[src/rtl/pipe_pkg.sv]
// Shared pipeline definitions for the MEM stage: writeback select codes,
// access FSM state encodings, datapath widths and an address helper.
package pipe_pkg;

    localparam int DATA_W = 32;
    localparam int REG_W  = 5;

    localparam logic [1:0] SEL_ALU = 2'b00;
    localparam logic [1:0] SEL_MEM = 2'b01;
    localparam logic [1:0] SEL_PC4 = 2'b10;

    typedef enum logic {
        ST_IDLE = 1'b0,
        ST_WAIT = 1'b1
    } mau_state_t;

    // Drop the byte offset so the memory always sees a word address.
    function automatic logic [DATA_W-1:0] word_addr(input logic [DATA_W-1:0] a);
        return {a[DATA_W-1:2], 2'b00};
    endfunction

endpackage

[src/rtl/mem_access_unit_if.sv]
// Data-memory request/acknowledge port. The master issues requests and
// the slave (memory) returns read data together with ack.
interface mem_access_unit_if;

    logic                        req;
    logic                        we;
    logic [pipe_pkg::DATA_W-1:0] addr;
    logic [pipe_pkg::DATA_W-1:0] wdata;
    logic [pipe_pkg::DATA_W-1:0] rdata;
    logic                        ack;

    modport master (output req, we, addr, wdata, input rdata, ack);
    modport slave  (input req, we, addr, wdata, output rdata, ack);

endinterface

[src/rtl/mem_access_unit_mem_wb_reg.sv]
// MEM/WB pipeline register. A bubble clears the write enable and the
// alignment flag and leaves the remaining fields holding.
module mem_wb_reg
    import pipe_pkg::*;
(
    input  logic              clk,
    input  logic              nrst,
    input  logic              bubble,
    input  logic [DATA_W-1:0] wrdata,
    input  logic [REG_W-1:0]  wraddr,
    input  logic              wr_en,
    input  logic [DATA_W-1:0] pc,
    input  logic [DATA_W-1:0] inst,
    input  logic              align,
    output logic [DATA_W-1:0] WB_wrdata,
    output logic [REG_W-1:0]  WB_wraddr,
    output logic              WB_wr_en,
    output logic [DATA_W-1:0] pc_WB,
    output logic [DATA_W-1:0] WB_inst,
    output logic              align_err
);

    // Load the stage each cycle unless the MEM stage is stalled.
    always_ff @(posedge clk or negedge nrst) begin
        if (!nrst) begin
            WB_wrdata <= '0;
            WB_wraddr <= '0;
            WB_wr_en  <= 1'b0;
            pc_WB     <= '0;
            WB_inst   <= '0;
            align_err <= 1'b0;
        end else if (bubble) begin
            WB_wr_en  <= 1'b0;
            align_err <= 1'b0;
        end else begin
            WB_wrdata <= wrdata;
            WB_wraddr <= wraddr;
            WB_wr_en  <= wr_en;
            pc_WB     <= pc;
            WB_inst   <= inst;
            align_err <= align;
        end
    end

endmodule

[src/rtl/mem_access_unit.sv]
// MEM-stage load/store unit: drives the data-memory handshake, stalls the
// front of the pipe while a request waits, aborts after TIMEOUT cycles and
// feeds the MEM/WB register. Optional MEM_FWD_EN adds combinational
// MEM-stage forwarding outputs for non-memory results.
module mem_access_unit
    import pipe_pkg::*;
#(
    parameter int TIMEOUT = 16,
    parameter int CNT_W   = 5
) (
    input  logic              clk,
    input  logic              nrst,
    input  logic [DATA_W-1:0] MEM_pc4,
    input  logic [DATA_W-1:0] MEM_ALUres,
    input  logic [DATA_W-1:0] MEM_dataB,
    input  logic [REG_W-1:0]  MEM_wraddr,
    input  logic [DATA_W-1:0] pc_MEM,
    input  logic [DATA_W-1:0] MEM_inst,
    input  logic              MEM_data_wr,
    input  logic              MEM_wr_en,
    input  logic [1:0]        MEM_sel_data,
    mem_access_unit_if.master dmem,
    output logic              stall,
    output logic [DATA_W-1:0] WB_wrdata,
    output logic [REG_W-1:0]  WB_wraddr,
    output logic              WB_wr_en,
    output logic [DATA_W-1:0] pc_WB,
    output logic [DATA_W-1:0] WB_inst,
    output logic              align_err,
    output logic              bus_err
`ifdef MEM_FWD_EN
    ,
    output logic              mem_fwd_valid,
    output logic [REG_W-1:0]  mem_fwd_addr,
    output logic [DATA_W-1:0] mem_fwd_data
`endif
);

    mau_state_t        state, state_nxt;
    logic [CNT_W-1:0]  cnt;
    logic              store, load, access, misaligned;
    logic              req, complete, abort;
    logic [DATA_W-1:0] wb_data;
    logic              wb_wr_en;

    assign store      = MEM_data_wr;
    assign load       = !MEM_data_wr && (MEM_sel_data == SEL_MEM);
    assign access     = store || load;
    assign misaligned = access && (MEM_ALUres[1:0] != 2'b00);

    // Reset gates the request combinationally so it drops the moment nrst falls.
    assign dmem.req   = nrst && req;
    assign dmem.we    = store;
    assign dmem.addr  = word_addr(MEM_ALUres);
    assign dmem.wdata = MEM_dataB;

    assign stall = nrst && access && !misaligned && !complete && !abort;

    // State register for the access FSM.
    always_ff @(posedge clk or negedge nrst) begin
        if (!nrst) state <= ST_IDLE;
        else       state <= state_nxt;
    end

    // Next state plus request/complete/abort decode.
    always_comb begin
        state_nxt = state;
        req       = 1'b0;
        complete  = 1'b0;
        abort     = 1'b0;
        case (state)
            ST_IDLE: begin
                req = access && !misaligned;
                if (req && dmem.ack)  complete  = 1'b1;
                else if (req)         state_nxt = ST_WAIT;
            end
            ST_WAIT: begin
                req = 1'b1;
                if (dmem.ack) begin
                    complete  = 1'b1;
                    state_nxt = ST_IDLE;
                end else if (cnt == CNT_W'(TIMEOUT - 1)) begin
                    abort     = 1'b1;
                    state_nxt = ST_IDLE;
                end
            end
            default: state_nxt = ST_IDLE;
        endcase
    end

    // Wait-cycle counter: zero on entry to WAIT, counts while staying there.
    always_ff @(posedge clk or negedge nrst) begin
        if (!nrst)                                         cnt <= '0;
        else if (state == ST_WAIT && state_nxt == ST_WAIT) cnt <= cnt + CNT_W'(1);
        else                                               cnt <= '0;
    end

    // Sticky record that a memory access was abandoned on timeout.
    always_ff @(posedge clk or negedge nrst) begin
        if (!nrst)      bus_err <= 1'b0;
        else if (abort) bus_err <= 1'b1;
    end

    // Writeback data select; load data is taken straight from the ack cycle.
    always_comb begin
        wb_data = MEM_ALUres;
        case (MEM_sel_data)
            SEL_MEM: wb_data = dmem.rdata;
            SEL_PC4: wb_data = MEM_pc4;
            default: wb_data = MEM_ALUres;
        endcase
    end

    // Stores never write a register, even if the decoder says so.
    assign wb_wr_en = MEM_wr_en && !store && !misaligned && !abort;

    mem_wb_reg u_mem_wb (
        .clk       (clk),
        .nrst      (nrst),
        .bubble    (stall),
        .wrdata    (wb_data),
        .wraddr    (MEM_wraddr),
        .wr_en     (wb_wr_en),
        .pc        (pc_MEM),
        .inst      (MEM_inst),
        .align     (misaligned),
        .WB_wrdata (WB_wrdata),
        .WB_wraddr (WB_wraddr),
        .WB_wr_en  (WB_wr_en),
        .pc_WB     (pc_WB),
        .WB_inst   (WB_inst),
        .align_err (align_err)
    );

`ifdef MEM_FWD_EN
    assign mem_fwd_valid = MEM_wr_en && !load && !store;
    assign mem_fwd_addr  = MEM_wraddr;
    assign mem_fwd_data  = (MEM_sel_data == SEL_PC4) ? MEM_pc4 : MEM_ALUres;
`endif

endmodule

[src/flat_wrapper.sv]
// flat-port wrapper written by rule: the top's interface ports become plain ports
module mem_access_unit_flat import pipe_pkg::*;
#(
    parameter int TIMEOUT = 16,
    parameter int CNT_W   = 5
)
  (clk, nrst, MEM_pc4, MEM_ALUres, MEM_dataB, MEM_wraddr, pc_MEM, MEM_inst, MEM_data_wr, MEM_wr_en, MEM_sel_data, stall, WB_wrdata, WB_wraddr, WB_wr_en, pc_WB, WB_inst, align_err, bus_err, dmem_req, dmem_we, dmem_addr, dmem_wdata, dmem_rdata, dmem_ack);
  mem_access_unit_if dmem_i ();
  input  logic clk;
  input  logic nrst;
  input  logic [DATA_W-1:0] MEM_pc4;
  input  logic [DATA_W-1:0] MEM_ALUres;
  input  logic [DATA_W-1:0] MEM_dataB;
  input  logic [REG_W-1:0] MEM_wraddr;
  input  logic [DATA_W-1:0] pc_MEM;
  input  logic [DATA_W-1:0] MEM_inst;
  input  logic MEM_data_wr;
  input  logic MEM_wr_en;
  input  logic [1:0] MEM_sel_data;
  output logic stall;
  output logic [DATA_W-1:0] WB_wrdata;
  output logic [REG_W-1:0] WB_wraddr;
  output logic WB_wr_en;
  output logic [DATA_W-1:0] pc_WB;
  output logic [DATA_W-1:0] WB_inst;
  output logic align_err;
  output logic bus_err;
  output wire logic [$bits(dmem_i.req)-1:0] dmem_req;
  output wire logic [$bits(dmem_i.we)-1:0] dmem_we;
  output wire logic [$bits(dmem_i.addr)-1:0] dmem_addr;
  output wire logic [$bits(dmem_i.wdata)-1:0] dmem_wdata;
  input wire logic [$bits(dmem_i.rdata)-1:0] dmem_rdata;
  input wire logic [$bits(dmem_i.ack)-1:0] dmem_ack;
  assign dmem_req = dmem_i.req;
  assign dmem_we = dmem_i.we;
  assign dmem_addr = dmem_i.addr;
  assign dmem_wdata = dmem_i.wdata;
  assign dmem_i.rdata = dmem_rdata;
  assign dmem_i.ack = dmem_ack;
  mem_access_unit #(.TIMEOUT(TIMEOUT), .CNT_W(CNT_W)) u_core (.clk(clk), .nrst(nrst), .MEM_pc4(MEM_pc4), .MEM_ALUres(MEM_ALUres), .MEM_dataB(MEM_dataB), .MEM_wraddr(MEM_wraddr), .pc_MEM(pc_MEM), .MEM_inst(MEM_inst), .MEM_data_wr(MEM_data_wr), .MEM_wr_en(MEM_wr_en), .MEM_sel_data(MEM_sel_data), .dmem(dmem_i), .stall(stall), .WB_wrdata(WB_wrdata), .WB_wraddr(WB_wraddr), .WB_wr_en(WB_wr_en), .pc_WB(pc_WB), .WB_inst(WB_inst), .align_err(align_err), .bus_err(bus_err));
endmodule
[config.mk]
export PLATFORM = sky130hd
export DESIGN_NAME = mem_access_unit_flat
export DESIGN_NICKNAME = d
export VERILOG_FILES = /design/src/rtl/pipe_pkg.sv /design/src/rtl/mem_access_unit_if.sv /design/src/rtl/mem_access_unit_mem_wb_reg.sv /design/src/rtl/mem_access_unit.sv /design/src/flat_wrapper.sv
export SDC_FILE = /design/constraint.sdc
export NUM_CORES = 1
export LEC_CHECK = 0
export CORE_AREA = 2 2 146 148
export DETAILED_ROUTE_END_ITERATION = 16
export DIE_AREA = 0 0 148 150
export HOLD_SLACK_MARGIN = 0.05
export MAX_ROUTING_LAYER = met4
export PLACE_DENSITY_LB_ADDON = 0.3
export SETUP_SLACK_MARGIN = 0.15
export SYNTH_ARGS = -nofsm -noshare
export SYNTH_HDL_FRONTEND = slang
export SYNTH_SLANG_ARGS = --single-unit
[constraint.sdc]
create_clock -name clk -period 2.1 [get_ports clk]
set_clock_uncertainty 0.1 [all_clocks]
set_input_delay 0.21 -clock clk [delete_from_list [all_inputs] [get_ports clk]]
set_output_delay 0.21 -clock clk [all_outputs]
set_load 0.005 [all_outputs]
## Yosys cells after proc, flatten, opt, wreduce, memory -nomap -nowiden

Index checks and enable logic that the tools add are counted.

- Flip-flop bits (word level): 110
- Input port bits: 204
- Output and inout bits: 171
- Word-level logic and storage cells: 49

- Add/sub/neg operators: 1
- Equality and inequality tests: 3
- Mux-type cells: 16
- Bitwise gates (word level): 1
- Reduce and logical (&&, ||, !) cells: 19

Operators by type and width:

| kind | count |
|---|---|
| $pmux W32 S2 | 1 |
| $logic_and A1 B1 Y1 | 13 |
| $mux W1 | 11 |
| $pmux W1 S2 | 3 |
| $add A5 B1 Y5 const B | 1 |
| $eq A5 B4 Y1 const B | 1 |
| $mux W5 | 1 |
| $logic_not A1 Y1 | 4 |
| $eq A2 B1 Y1 const B | 1 |
| $eq A2 B2 Y1 const B | 1 |
| $reduce_bool A2 Y1 | 1 |
| $logic_or A1 B1 Y1 | 1 |
| $not A1 Y1 | 1 |

## Longest topological paths before layout

- Depth in word-level cells: 13
- Gate-level depth with buffers: 8
- Mapped depth without buffers: 6

## By module

Synthesis repeated with hierarchy kept, for this count alone.

- Cell total of the unflattened synthesis: 432
- Area, all modules: 5287.6 um2

Modules (own cells, without submodules):

| module | times used | cells an instance | area each (um2) | sequential area each (um2) |
|---|---|---|---|---|
| mem_wb_reg | 1 | 217 | 3828.7 | 2577.5 |
| mem_access_unit | 1 | 215 | 1458.9 | 175.2 |

## Worst setup path after synthesis

Ideal clock, no wire load.

- Path type: register to register
- From: register u_core.cnt[0]
- To: register u_core.u_mem_wb.WB_inst[0]
- Library setup time: 0.125 ns
- Arrival: 1.911 ns
- Data required time: 1.875 ns
- Slack: -0.036 ns
- Cell stages (with the launch flop): 9
- Buffers on the path: 2
- Period minus slack after synthesis: 2.136 ns
- Cell sequence: dfrtp_1 -> ha_1 -> and3_1 -> ha_1 -> a21oi_1 -> nand4_2 -> buf_6 -> buf_8 -> mux2_4

- Longest elaborated chain between the ends: 6

Ends and longest elaborated chain:

| element | RTL line | text |
|---|---|---|
| start: declaration | mem_access_unit.sv:40 | `logic [CNT_W-1:0] cnt;` |
| start signal: assignment | mem_access_unit.sv:94 | `else if (state == ST_WAIT && state_nxt == ST_WAIT) cnt <= cnt + CNT_W'(1);` |
| $eq A5 B4 Y1 | mem_access_unit.sv:82 | `end else if (cnt == CNT_W'(TIMEOUT - 1)) begin` |
| $mux W1 | mem_access_unit.sv:82 |  |
| $mux W1 | mem_access_unit.sv:79 | `if (dmem.ack) begin` |
| $mux W1 | mem_access_unit.sv:71 | `case (state)` |
| $logic_not A1 Y1 | mem_access_unit.sv:57 | `assign stall = nrst && access && !misaligned && !complete && !abort;` |
| $logic_and A1 B1 Y1 | mem_access_unit.sv:57 |  |
| end signal: assignment | mem_access_unit_mem_wb_reg.sv:40 | `WB_inst <= inst;` |
| end: declaration | mem_access_unit_mem_wb_reg.sv:19 | `output logic [DATA_W-1:0] WB_inst,` |

No other way between the ends.
A chain may end at the register's enable or synchronous reset.

## Worst setup path after layout

- From: register u_core.cnt[1]
- To: register u_core.u_mem_wb.pc_WB[8]

- Longest elaborated chain between the ends: 6

Ends and longest elaborated chain:

| element | RTL line | text |
|---|---|---|
| $eq A5 B4 Y1 | mem_access_unit.sv:82 |  |
| $mux W1 | mem_access_unit.sv:82 |  |
| $mux W1 | mem_access_unit.sv:79 |  |
| $mux W1 | mem_access_unit.sv:71 |  |
| $logic_not A1 Y1 | mem_access_unit.sv:57 |  |
| $logic_and A1 B1 Y1 | mem_access_unit.sv:57 |  |
| end signal: assignment | mem_access_unit_mem_wb_reg.sv:39 | `pc_WB <= pc;` |
| end: declaration | mem_access_unit_mem_wb_reg.sv:18 | `output logic [DATA_W-1:0] pc_WB,` |

No other way between the ends.

==> results by stage <==
Synth:
- Synthesis produced 431 cells.
- Each instance of the synthesized netlist takes up on average 13.0 um2.
- The share of synthesized area in the top cell type comes to 0.490.
- The share of the Yosys chip area taken by registers is 0.490.
- The synthesized flop and latch total is 110.
- After synthesis, the most frequently instantiated cells are sky130_fd_sc_hd__dfrtp_1, sky130_fd_sc_hd__mux2_4, sky130_fd_sc_hd__buf_4.
- For this run, the leading register cell type out of synthesis is sky130_fd_sc_hd__dfrtp_1.
- During synthesis, Yosys emitted a total of 0 warnings.
- In this run, synthesis inferred 0 flip-flops with an integrated enable.
- The number of different library cells in the post-synthesis netlist is 29.
- Ranked by total cell area, the synthesized netlist is headed by sky130_fd_sc_hd__dfrtp_1, sky130_fd_sc_hd__mux2_4, sky130_fd_sc_hd__buf_4.
- The most common cell in the synthesized netlist is sky130_fd_sc_hd__dfrtp_1.
- Counting flops with an async set or reset pin after synthesis yields a share of 1.00.
- The largest area contributor in the netlist is sky130_fd_sc_hd__dfrtp_1.
- The area of the mapped netlist is 5620 um2.

Clocking:
- The root cell of the clock tree is sky130_fd_sc_hd__clkbuf_16.
- For this design, the sink count on the clock tree is 110.
- The TritonCTS clock tree is done.
- Clock-pin slew was measured on the worst setup and hold paths at 0.08 ns.
- The number of H-tree levels is 3.
- The number of buffers inserted during clock tree synthesis is 9.
- The clock latency reported for the late side of the worst-skew pair is 0.35 ns.
- The clock passes through at most 2 buffers.

Floorplan:
- The die width is 148 um.
- The number of top-level pins is 375.
- The core area is 20700 um2.
- The die is 150 um tall.
- The total die area is 22200 um2.
- The starting utilization of the core area is 0.271.
- The number of placement rows is 53.

Worst setup path:
- The launching element type of the critical path is a register.
- The type of destination of the critical path is a register.
- The arrival time reported for the critical path endpoint is 2.34 ns.
- The cell with the most instances on the worst path is sky130_fd_sc_hd__buf_12.
- For the worst setup path, the data required time is 2.24 ns.
- The slowest stage of the critical path belongs to the cell sky130_fd_sc_hd__dfrtp_1.
- The critical setup path kind is reg2reg.
- The largest incremental delay on the critical path is 0.39 ns.
- The critical path goes through ha_2, and3_4, ha_4, a21oi_4, nand4_4, buf_6, buf_12, buf_12, mux2_4.
- The maximum fanout encountered on the critical timing path is 13.

Finish:
- For this run, the post-layout net count is 900.
- The utilization of the core after routing is 0.440.
- The layout-stage area growth over the synthesis result is 62.2%.
- The fraction of layout cells with a size suffix above 1 is 0.227.
- The number of inserted filler cells in the final layout is 1958.
- The repair_antennas step left the layout with diodes totalling 0.

Global route:
- The number of antenna violations at the first check in global routing is 0.
- The number of global-route vias before repair was 4650.
- The pin count of the biggest net entering global routing is 69.
- The global-route wire length before repair is 24700 um.
- Global routing finished with a remaining overflow of 0.
- The total global-route track usage is 0.147.

Timing:
- The actual transition at the worst max-transition pin is 0.871 ns.
- Of the available clock period, the critical path in the final layout requires 1.05.
- Setup repair after global routing could not meet its margin everywhere.
- The tightest hold path in the finished design has a slack of 0.150 ns.
- The highest achievable clock rate is 455 MHz.
- The count of final max-slew check failures came to 0.
- The count of final hold-check violations is 0.
- The final critical-path setup slack is -0.0986 ns.
- In this run the tightest slew margin relative to its limit is 0.419.
- The minimum clock period is 2.20 ns.
- The final number of setup-violating endpoints is 77.
- The setup TNS is -5.57 ns.

Run:
- The tool flagged a number of max-cap violations equal to 0.

Pwr:
- The overall power is 5.41 mW.
- The leakage power summed over all cells is 4.03 nW.
- Dividing total power by cell area gives a power density of 594 nW/um2.
- VDD sags by at most 331 uV.

Routing:
- The count of vias placed by the detailed router is 4288.
- The number of DRC violations after detailed-routing iteration 0 is 143.
- The detailed-route wire length per cell is 16.8 um.
- The DRC violation count after routing is 0.
- The residual antenna-violating net count after detailed routing is 0.
- The total wire length is 16300 um.
- The first TritonRoute pass finished after 4 iterations.
- In the routed layout, each cell is associated on average with a via count of 4.42.

Run status:
- The flow ran to the end, but the final reports show violations.
- The final reports fail on setup timing.

Place:
- In this run the tool buffered the top-level ports with 308 buffer cells.
- The worst setup slack after placement is -0.237 ns.
- The detailed placer's ending HPWL is 12400 um.
- At the end of routability-driven placement, the weighted congestion stood at 0.792.

Min path:
- The type of the tightest min-delay check is in2async.
[routing by layer]
layer  part of all wire  vias up  wire, um  global-route usage
li1                   -     1954         -                   -
met1               0.39     2089      6350               0.159
met2               0.51      221      8370               0.256
met3              0.079       24      1290              0.0512
met4              0.017        0       274              0.0395
met5                  0        -         0                   -
[kinds of logic (layout without fill, tap and decap cells)]
family,count (synthesis),count (layout),synth area share
AND/OR/NAND/NOR,47,47,0.0361
adder cells (fa/ha/maj),4,4,0.00891
XOR/XNOR,2,2,0.00312
AO/OA/AOI/OAI,69,69,0.0782
flip-flops,110,110,0.490
multiplexers,101,101,0.255
other,1,2,0.000668
buffers and inverters,97,361,0.127
[power by group]
group          switching [mW]  internal (mW)
Sequential             0.0963           2.28
Clock                   0.828          0.943
Combinational           0.399          0.870
[through the flow]
step | std cells | area [um2]
after floorplan | 432 | 5650
after global placement | 951 | 8690
after detailed placement | 951 | 8690
after CTS | 969 | 9070
after global routing | 971 | 9110
final | 971 | 9110
[path summary, 6_finish.rpt]
| check | from | end | slack (ns) | depth (start not counted) |
|---|---|---|---|---|
| min | nrst | u_core.u_mem_wb.align_err | 0.15 | 2 |
| min in group clk | MEM_wr_en | u_core.u_mem_wb.WB_wr_en | 0.30 | 3 |
| max reg2reg | u_core.cnt[1] | u_core.u_mem_wb.pc_WB[8] | -0.1 | 9 |
| max | u_core.cnt[1] | u_core.u_mem_wb.pc_WB[8] | -0.1 | 9 |
| min reg2reg | u_core.bus_err | u_core.bus_err | 0.37 | 1 |
| max in group asynchronous | nrst | u_core.u_mem_wb.pc_WB[21] | 0.67 | 3 |
[cell type report]
| type | instances | area (um2) | share of cell area |
|---|---|---|---|
| Timing Repair Buffer | 339 | 3470 | 0.381 |
| Sequential cell | 110 | 2750 | 0.302 |
| Multi-Input combinational cell | 225 | 2210 | 0.242 |
| Tap cell | 275 | 344 | 0.0378 |
| Clock buffer | 9 | 225 | 0.0247 |
| Clock inverter | 6 | 81.3 | 0.00893 |
| Inverter | 7 | 26.3 | 0.00289 |
[sequential cells by signal (all words and copies together), names as in the netlist]
name	flops
u_core.state	1
u_core.u_mem_wb.pc_WB	32
u_core.cnt	5
u_core.u_mem_wb.WB_wrdata	32
u_core.u_mem_wb.WB_wraddr	5
u_core.u_mem_wb.WB_inst	32
u_core.u_mem_wb.WB_wr_en	1
u_core.u_mem_wb.align_err	1
u_core.bus_err	1
[repair_timing]
| action | 4_1_cts | 5_1_grt |
|---|---|---|
| pin swaps | 2 | 1 |
| resized for setup | 18 | 0 |
| endpoints found under the hold margin | 42 | 0 |
| endpoints found under the setup margin | 103 | 103 |
| hold buffers | 1 | 0 |
| gates cloned | 0 | 1 |
| setup buffers | 2 | 1 |
[placed cells by master, fill, tap and decap left out, drive strengths merged]
cell type | synthesis | layout
clkdlybuf4s50 | 0 | 303
dfrtp | 110 | 110
mux2 | 101 | 101
a22oi | 32 | 32
nand2 | 32 | 32
o21ai | 32 | 32
buf | 79 | 30
clkbuf | 11 | 10
inv | 7 | 9
nor2 | 8 | 8
ha | 4 | 4
dlygate4sd2 | 0 | 3
clkinv | 0 | 3
nor2b | 2 | 2
conb | 1 | 2
a21oi | 2 | 2
or2 | 1 | 1
nand3b | 1 | 1
nand3 | 1 | 1
xor2 | 1 | 1
xnor2 | 1 | 1
nand4 | 1 | 1
a32o | 1 | 1
a2111oi | 1 | 1
a31o | 1 | 1
and3 | 1 | 1
bufinv | 0 | 1
dlygate4sd3 | 0 | 1
clkdlybuf4s15 | 0 | 1
[worst max-delay path: cells and delay by family (launching register included)]
| kind | cells | cell delay (ns) |
|---|---|---|
| flops | 1 | 0.39 |
| buf+inv | 3 | 0.47 |
| simple gates | 2 | 0.31 |
| mux | 1 | 0.30 |
| compound gates | 1 | 0.15 |
| fa+ha+maj | 2 | 0.35 |
Note: power is estimated with default switching activity, not from simulation.
